## src/rtl/ikaopm_pkg.sv

```systemverilog
// Shared constants for the sound accumulator stage.
// Pure declarations: no logic and no latency.
// Nothing here takes or applies backpressure.
package ikaopm_pkg;
  localparam int ACC_WIDTH    = 18;  // 8 x 14-bit sign-extended samples fit with headroom
  localparam int OUT_WIDTH    = 16;
  localparam int SAMPLE_WIDTH = 14;
  localparam int NOISE_SLOT   = 31;
  localparam int SLOT_LAST    = 31;
  localparam int RL_L         = 1;   // i_RL bit enabling the left side
  localparam int RL_R         = 0;   // i_RL bit enabling the right side
endpackage

```

## src/rtl/ikaopm_acc_sat.sv

```systemverilog
// Signed saturator from IN_W down to OUT_W bits (clamps to the OUT_W signed range).
// Combinational, zero latency.
// No handshake; the output follows the input.
module ikaopm_acc_sat
  import ikaopm_pkg::*;
#(
  parameter int IN_W  = ACC_WIDTH,
  parameter int OUT_W = OUT_WIDTH
) (
  input  logic [IN_W-1:0]  din,
  output logic [OUT_W-1:0] dout
);

  // The value fits when every bit from the sign down to the output's sign bit agrees.
  logic [IN_W-OUT_W:0] upper;
  logic                fits;

  assign upper = din[IN_W-1:OUT_W-1];
  assign fits  = (&upper) | ~(|upper);

  // Pass through when representable, otherwise clamp toward the input's sign.
  always_comb begin
    if (fits) begin
      dout = din[OUT_W-1:0];
    end else if (din[IN_W-1]) begin
      dout = {1'b1, {(OUT_W-1){1'b0}}};
    end else begin
      dout = {1'b0, {(OUT_W-1){1'b1}}};
    end
  end

endmodule

```

## src/rtl/ikaopm_acc.sv

```systemverilog
// Per-frame left/right carrier accumulator with noise-slot substitution and 16-bit saturated output.
// Sample appears on the first phi1 PCEN enable after the i_CYCLE_31 NCEN enable (half a phi1 cycle).
// No backpressure: the DAC side must take each o_SAMPLE_VALID pulse; the next one overwrites it.
module ikaopm_acc #(
  parameter int ACC_WIDTH  = ikaopm_pkg::ACC_WIDTH,
  parameter int OUT_WIDTH  = ikaopm_pkg::OUT_WIDTH,
  parameter int NOISE_SLOT = ikaopm_pkg::NOISE_SLOT
) (
  input  logic                 i_EMUCLK,
  input  logic                 i_MRST_n,
  input  logic                 i_phi1_PCEN_n,
  input  logic                 i_phi1_NCEN_n,
  input  logic                 i_CYCLE_31,
  input  logic                 i_SNDADD,
  input  logic [13:0]          i_OPDATA,
  input  logic [13:0]          i_ACC_NOISE,
  input  logic                 i_NE,
  input  logic [1:0]           i_RL,
  output logic [OUT_WIDTH-1:0] o_LEFT,
  output logic [OUT_WIDTH-1:0] o_RIGHT,
  output logic                 o_SAMPLE_VALID,
  output logic [4:0]           o_SLOT
);
  import ikaopm_pkg::*;

  logic [4:0]           slot;
  logic [ACC_WIDTH-1:0] acc_l, acc_r;
  logic [ACC_WIDTH-1:0] sum_l, sum_r;
  logic [ACC_WIDTH-1:0] src_ext;
  logic [13:0]          src;
  logic [OUT_WIDTH-1:0] sat_l, sat_r;
  logic [OUT_WIDTH-1:0] stage_l, stage_r;
  logic                 pending;
  logic                 use_noise;
  logic                 ncen, pcen;

  assign ncen = ~i_phi1_NCEN_n;
  assign pcen = ~i_phi1_PCEN_n;

  // The noise word only replaces the operator sample; it still needs i_SNDADD to be counted.
  assign use_noise = (slot == 5'(NOISE_SLOT)) && i_NE;
  assign src       = use_noise ? i_ACC_NOISE : i_OPDATA;
  assign src_ext   = {{(ACC_WIDTH-SAMPLE_WIDTH){src[SAMPLE_WIDTH-1]}}, src};

  // Running sums including this slot's contribution, used both for accumulation and frame end.
  always_comb begin
    sum_l = acc_l;
    sum_r = acc_r;
    if (i_SNDADD && i_RL[RL_L]) sum_l = acc_l + src_ext;
    if (i_SNDADD && i_RL[RL_R]) sum_r = acc_r + src_ext;
  end

  ikaopm_acc_sat #(.IN_W(ACC_WIDTH), .OUT_W(OUT_WIDTH)) u_sat_l (.din(sum_l), .dout(sat_l));
  ikaopm_acc_sat #(.IN_W(ACC_WIDTH), .OUT_W(OUT_WIDTH)) u_sat_r (.din(sum_r), .dout(sat_r));

  // NCEN: advance slot, accumulate, stage at frame end. PCEN: publish staged sample as a one-phi1 pulse.
  always_ff @(posedge i_EMUCLK or negedge i_MRST_n) begin
    if (!i_MRST_n) begin
      slot           <= '0;
      acc_l          <= '0;
      acc_r          <= '0;
      stage_l        <= '0;
      stage_r        <= '0;
      pending        <= 1'b0;
      o_LEFT         <= '0;
      o_RIGHT        <= '0;
      o_SAMPLE_VALID <= 1'b0;
    end else if (ncen) begin
      slot <= (i_CYCLE_31 || slot == 5'(SLOT_LAST)) ? 5'd0 : slot + 5'd1;
      if (i_CYCLE_31) begin
        // Clear here so slot 0 of the next frame starts clean without counting this slot twice.
        acc_l   <= '0;
        acc_r   <= '0;
        stage_l <= sat_l;
        stage_r <= sat_r;
        pending <= 1'b1;
      end else begin
        acc_l <= sum_l;
        acc_r <= sum_r;
      end
    end else if (pcen) begin
      o_SAMPLE_VALID <= pending;
      if (pending) begin
        o_LEFT  <= stage_l;
        o_RIGHT <= stage_r;
        pending <= 1'b0;
      end
    end
  end

  assign o_SLOT = slot;

endmodule
```

## config.mk

```make
export PLATFORM = sky130hd
export DESIGN_NAME = ikaopm_acc
export DESIGN_NICKNAME = d
export VERILOG_FILES = /design/src/rtl/ikaopm_pkg.sv /design/src/rtl/ikaopm_acc_sat.sv /design/src/rtl/ikaopm_acc.sv
export SDC_FILE = /design/constraint.sdc
export NUM_CORES = 1
export LEC_CHECK = 0
export ABC_AREA = 1
export BUFFER_PORTS_ARGS = -buffer_cell sky130_fd_sc_hd__buf_2
export CAP_MARGIN = 10
export CORE_MARGIN = 2
export CORE_UTILIZATION = 40
export DETAILED_ROUTE_END_ITERATION = 8
export PLACE_DENSITY_LB_ADDON = 0.15
export SLEW_MARGIN = 15
export SYNTH_ARGS = -nofsm -noshare
export SYNTH_HDL_FRONTEND = slang
export SYNTH_SLANG_ARGS = --single-unit
```

## constraint.sdc

```tcl
create_clock -name i_EMUCLK -period 5.6 [get_ports i_EMUCLK]
set_input_delay 0.28 -clock i_EMUCLK [delete_from_list [all_inputs] [get_ports i_EMUCLK]]
set_output_delay 0.28 -clock i_EMUCLK [all_outputs]
set_load 0.01 [all_outputs]
```

Word-level counts from Yosys, hierarchy flattened
Index checks and enable logic that the tools add are counted.

Multiply operators: 0. Reduce and logical (&&, ||, !) cells: 13. Equality and inequality tests: 2. Magnitude comparators: 0. Mux-type cells: 13. Shift-type cells: 0. $add $sub $neg: 3. Divide/modulo/power cells: 0. Bitwise operators: 6.

Operator list (count): 18-bit two-way mux (4); 16-bit two-way mux (4); 18-bit adder (2); 14-bit two-way mux (1); 3-bit AND reduction (3); 2-bit AND reduction (3); 3-bit OR reduction (2); 5-bit by 1-bit adder with 5-bit output (second input constant) (1); 5-bit equality test (second input constant) (1); 5-bit two-way mux (1); 1-bit inverter (4); 1-bit logical AND (3); 1-bit two-way mux (3); 2-bit inequality test (second input constant) (1); 1-bit bitwise OR (2); 2-bit nonzero test (1); 1-bit logical OR (1).

Output and inout port bits: 38. Bits in writable memories: 0. Memory bits (read-only): 0. Latch bits: 0. Memories: 0. Register bits: 107.

Longest topological paths before layout
Depth after elaboration: 9. Gate-level depth with buffers: 26. Gate-level depth less buffers: 24.

Cells and area by module
A second synthesis with hierarchy kept.

Cell total of the unflattened synthesis: 993. Area total of the unflattened synthesis: 7094.3 um^2.

By module, submodules not included: ikaopm_acc (seq. area each 2677.6 um^2, area an instance 6706.4 um^2, instances 1, cells each 921); ikaopm_acc_sat (seq. area each 0.0 um^2, area an instance 193.9 um^2, instances 2, cells each 36).

Least setup slack after synthesis
No wires, ideal clock.

Path kind: flip-flop to flip-flop. Start: register slot[0], in the netlist o_SLOT[0]. End: register stage_r[10]. Clock period less this slack: 3356 ps. Cell stages (with the launch flop): 21. Path buffers: 2. Setup slack: 2244 ps. Arrival time: 3236 ps. Required time: 5480 ps. Setup time: 120 ps. Cells stage by stage: dfrtp_1 > ha_1 > inv_1 > nor3_1 > ha_1 > nand2_2 > buf_1 > mux2_2 > ha_1 > or2_1 > nand3_1 > nand2_2 > nand2_1 > nand3_1 > nand2_2 > nand2_2 > o21ai_2 > nand3_1 > nand2_2 > buf_8 > a21oi_2.

Word-level cells in the longest chain between the ends: 9.

Ends and longest elaborated chain: from (decl) (line ikaopm_acc.sv:26) `logic [4:0] slot;`; from (signal assigned) (line ikaopm_acc.sv:69) `slot <= (i_CYCLE_31 || slot == 5'(SLOT_LAST)) ? 5'd0 : slot + 5'd1;`; 5-bit equality test * (line ikaopm_acc.sv:41) `assign use_noise = (slot == 5'(NOISE_SLOT)) && i_NE;`; 1-bit logical AND * (line ikaopm_acc.sv:41); 14-bit two-way mux * (line ikaopm_acc.sv:42) `assign src = use_noise ? i_ACC_NOISE : i_OPDATA;`; 18-bit adder * (line ikaopm_acc.sv:50) `if (i_SNDADD && i_RL[RL_R]) sum_r = acc_r + src_ext;`; 18-bit two-way mux * (line ikaopm_acc.sv:50); 3-bit OR reduction (line ikaopm_acc_sat.sv:19) `assign fits = (&upper) | ~(|upper);`; 1-bit inverter (line ikaopm_acc_sat.sv:19); 1-bit bitwise OR (line ikaopm_acc_sat.sv:19); 16-bit two-way mux * (line ikaopm_acc_sat.sv:23) `if (fits) begin`; to (signal assigned) (line ikaopm_acc.sv:75) `stage_r <= sat_r;`; to (decl) (line ikaopm_acc.sv:32) `logic [OUT_WIDTH-1:0] stage_l, stage_r;`.

Mark *: on every way between the ends. The rest lies on a longest branch, timed or not. A chain may end at the register's enable or synchronous reset.

Worst setup path in the final report
Start: register slot[1], in the netlist o_SLOT[1]. End: register stage_r[3].

Same word-level chain as after synthesis.

==> results.json <==
{
  "start_kind": "flip-flop",
  "worstPathMaxFanout": 15,
  "synth_top_family_by_area": "simple AND/OR/NAND/NOR gates",
  "die-area_sq_um": 18360,
  "postLayoutCellArea_sq_um": 7794,
  "holdWs_ns": -0.01424,
  "timing.rr.start": "o_SLOT[1]$_DFFE_PN0N_",
  "cts_root_buf": "clkbuf_16",
  "utilization": 0.4553,
  "wl_microns": 17940,
  "synth_top_area_frac": 0.3871,
  "numPortBuffers": 74,
  "drt-initial-drc-count": 386,
  "finClkSkew_ns": 0.01000,
  "crit_path_end_kind": "flip-flop",
  "antenna_cells": 0,
  "final_cells": 1174,
  "synth_area_per_cell_sq_um": 7.861,
  "async_flop_share": 1.000,
  "synth.most_common_cell": "nand2_1",
  "ys_ff_latch": 107,
  "hold_path_class": "in2async",
  "grt_use_met3": 0.03068,
  "use_met1": 0.3169,
  "yosys-top-cells-area": "dfrtp_1 (39%), nand2_1 (15%), mux2_2 (7.0%), ha_1 (6.5%), inv_1 (5.3%)",
  "period_share": 0.6903,
  "violations": "negative hold slack",
  "synthMuxAreaShare": 0.06999,
  "clock_path_buffers": 2,
  "syn_nets": 955,
  "clk_pin_slew_ns": 0.08,
  "synth_cell_types": 39,
  "status": "complete, but fails checks",
  "met2_usage": 0.2888,
  "finalHoldViolCount": 9,
  "grt-busiest-layer": "met1",
  "design.core.area_sq_um": 17120,
  "final_antenna_net_count": 0,
  "cts_resized": 0,
  "final_nets": 1019,
  "setup_tns_ns": 0,
  "row_count": 48,
  "dpl_cell_area_sq_um": 7457,
  "drc": 0,
  "antenna_found_initial": 0,
  "die_h_microns": 135.5,
  "grt_max_degree": 60,
  "cts.sinks": 107,
  "maxSlewHeadroom": 0.3893,
  "drv_cap": 0,
  "area_growth_syn_to_layout_pct": 12.66,
  "ir_worst_vdd_uv": 177.7,
  "drive_gt1_frac": 0.2255,
  "reg2reg_setup_slack_ns": 1.73,
  "die_w_microns": 135.5,
  "post_cts_buffers": 0,
  "firstDrtPassIters": 5,
  "max_freq_ghz": 0.2587,
  "yosys_warnings": 0,
  "dpl.cell_count": 1158,
  "rr_endpoint": "stage_r[3]$_DFFE_PN0P_",
  "ios": 75,
  "rr_worst_depth": 23,
  "clock_latency_ns": 0.36,
  "gp_congestion": 0.8586,
  "arrival_ns": 4.09,
  "synth-compound-area-share": 0.1172,
  "rsz0062_at_grt": "no",
  "yosys.area_share.simple": 0.2659,
  "grt_pass1_wl_microns": 28600,
  "cts_hold_buf": 0,
  "start_util": 0.4042,
  "track_usage": 0.2013,
  "synth_edf_count": 0,
  "grt_overflow_total": 0,
  "synthAdderAreaFrac": 0.07090,
  "via_count": 5722,
  "synthCells": 880,
  "synth_xor_area_frac": 0.01266,
  "leakagePower_nw": 3.981,
  "finalSetupViolations": 0,
  "dp_hpwl_microns": 13440,
  "required_ns": 5.82,
  "numCtsBuffers": 9,
  "via_per_inst": 4.874,
  "slew_violations": 0,
  "synth_commonest_cells": "nand2_1 (269), dfrtp_1 (107), inv_1 (97), nor2_1 (58), o21ai_0 (47)",
  "crit_type": "reg2reg",
  "synthFlopType": "dfrtp_1",
  "ys_seq_area_frac": 0.3871,
  "tightest_slew_ns": 0.9150,
  "syn_area_sq_um": 6918,
  "htree_num_levels": 3,
  "p_per_area_nw_per_um2": 334.3,
  "grt_pass1_vias": 5218,
  "layout_min_cycle_time_ns": 3.866,
  "cts_tree": "built",
  "wire_per_inst_microns": 15.28,
  "yosysTopAreaCell": "dfrtp_1"
}
## where the power goes
part | switching (W) | internal (W) | total (W) | leakage [nW]
clock | 0.000323 | 0.000401 | 0.000724 | 0.157
sequential | 0.000110 | 0.000964 | 0.00107 | 1.30
combinational | 0.000468 | 0.000339 | 0.000808 | 2.52
total | 0.000901 | 0.00170 | 0.00261 | 3.98
## layout by cell type (no fill, tap or decap), types with 3 or more instances in the layout
| cell | Yosys | layout |
|---|---|---|
| a21oi_1 | 42 | 42 |
| a21oi_2 | 24 | 24 |
| a22o_1 | 7 | 7 |
| and2_1 | 3 | 3 |
| buf_2 | 4 | 73 |
| buf_4 | 0 | 5 |
| clkbuf_16 | 0 | 9 |
| dfrtp_1 | 107 | 107 |
| ha_1 | 36 | 36 |
| inv_1 | 97 | 97 |
| inv_2 | 3 | 3 |
| mux2_2 | 43 | 43 |
| nand2_1 | 269 | 269 |
| nand2_2 | 19 | 19 |
| nand2_4 | 5 | 5 |
| nand3_1 | 35 | 35 |
| nand3_2 | 7 | 7 |
| nor2_1 | 58 | 58 |
| nor2_2 | 3 | 3 |
| nor3_1 | 5 | 5 |
| o21ai_0 | 47 | 47 |
| o21bai_1 | 6 | 6 |
| o22ai_1 | 4 | 4 |
| or2_2 | 10 | 10 |
| xor2_1 | 8 | 8 |
## registers in the layout, summed over array words and instances (netlist names)
| signal | flops |
|---|---|
| o_RIGHT | 16 |
| o_SAMPLE_VALID | 1 |
| pending | 1 |
| o_LEFT | 16 |
| acc_r | 18 |
| stage_r | 16 |
| acc_l | 18 |
| o_SLOT | 5 |
| stage_l | 16 |
## how the worst max path moves through the flow
stage,slack (ns),startpoint,endpoint
6_report,1.73,o_SLOT[1]$_DFFE_PN0N_,stage_r[3]$_DFFE_PN0P_
4_1_cts,1.73,o_SLOT[1]$_DFFE_PN0N_,stage_r[3]$_DFFE_PN0P_
5_1_grt,1.30,o_SLOT[1]$_DFFE_PN0N_,stage_r[3]$_DFFE_PN0P_
2_1_floorplan,2.24,o_SLOT[0]$_DFFE_PN0N_,stage_r[10]$_DFFE_PN0P_
3_3_place_gp,1.85,o_SLOT[1]$_DFFE_PN0N_,stage_r[4]$_DFFE_PN0P_
3_5_place_dp,1.75,o_SLOT[1]$_DFFE_PN0N_,stage_r[3]$_DFFE_PN0P_
## final cells by class
type	instances	area, sq um
multi-input cells	646	3712
inverters	102	382.9
clock buffers	9	225.2
flip-flops and latches	107	2678
fillers	1766	9323
clock inverters	7	111.4
repair buffers	78	402.9
well taps	225	281.5
## per-layer routing
metal | wire length (microns) | vias to the layer above
li1 | - | 2959
met1 | 9443 | 2614
met2 | 7363 | 138
met3 | 945 | 11
met4 | 191 | 0
met5 | 0 | -
## critical path, stage by stage, from the launching register on
cell and delay (ns):
dfrtp_1 0.40, ha_1 0.18, inv_1 0.05, nor3_1 0.15
ha_1 0.28, nand2_2 0.25, mux2_2 0.34, ha_1 0.21
inv_1 0.07, fa_1 0.40, inv_1 0.07, nand2_1 0.04
nand2_1 0.07, nand3_1 0.08, nand2_2 0.13, nand2_1 0.08
nand2_1 0.06, nand2_1 0.06, nand2_2 0.08, nand2_2 0.05
o21ai_2 0.09, nand3_1 0.11, nand2_2 0.34, a21oi_1 0.14
## through the flow
stage          setup slack [ns]  total power, W
2_1_floorplan             2.244        0.001627
3_3_place_gp              1.845        0.001894
3_5_place_dp              1.746        0.001903
4_1_cts                   1.733        0.002629
5_1_grt                   1.301        0.002774
6_report                  1.734        0.002605
## cells by family after synthesis
group | after synthesis
AND/OR/NAND/NOR | 422
flip-flops | 107
multiplexers | 43
adder cells (fa/ha/maj) | 38
buffers and inverters | 127
AO/OA/AOI/OAI | 133
XOR/XNOR | 10
No activity file was read; power rests on OpenSTA's default activity.
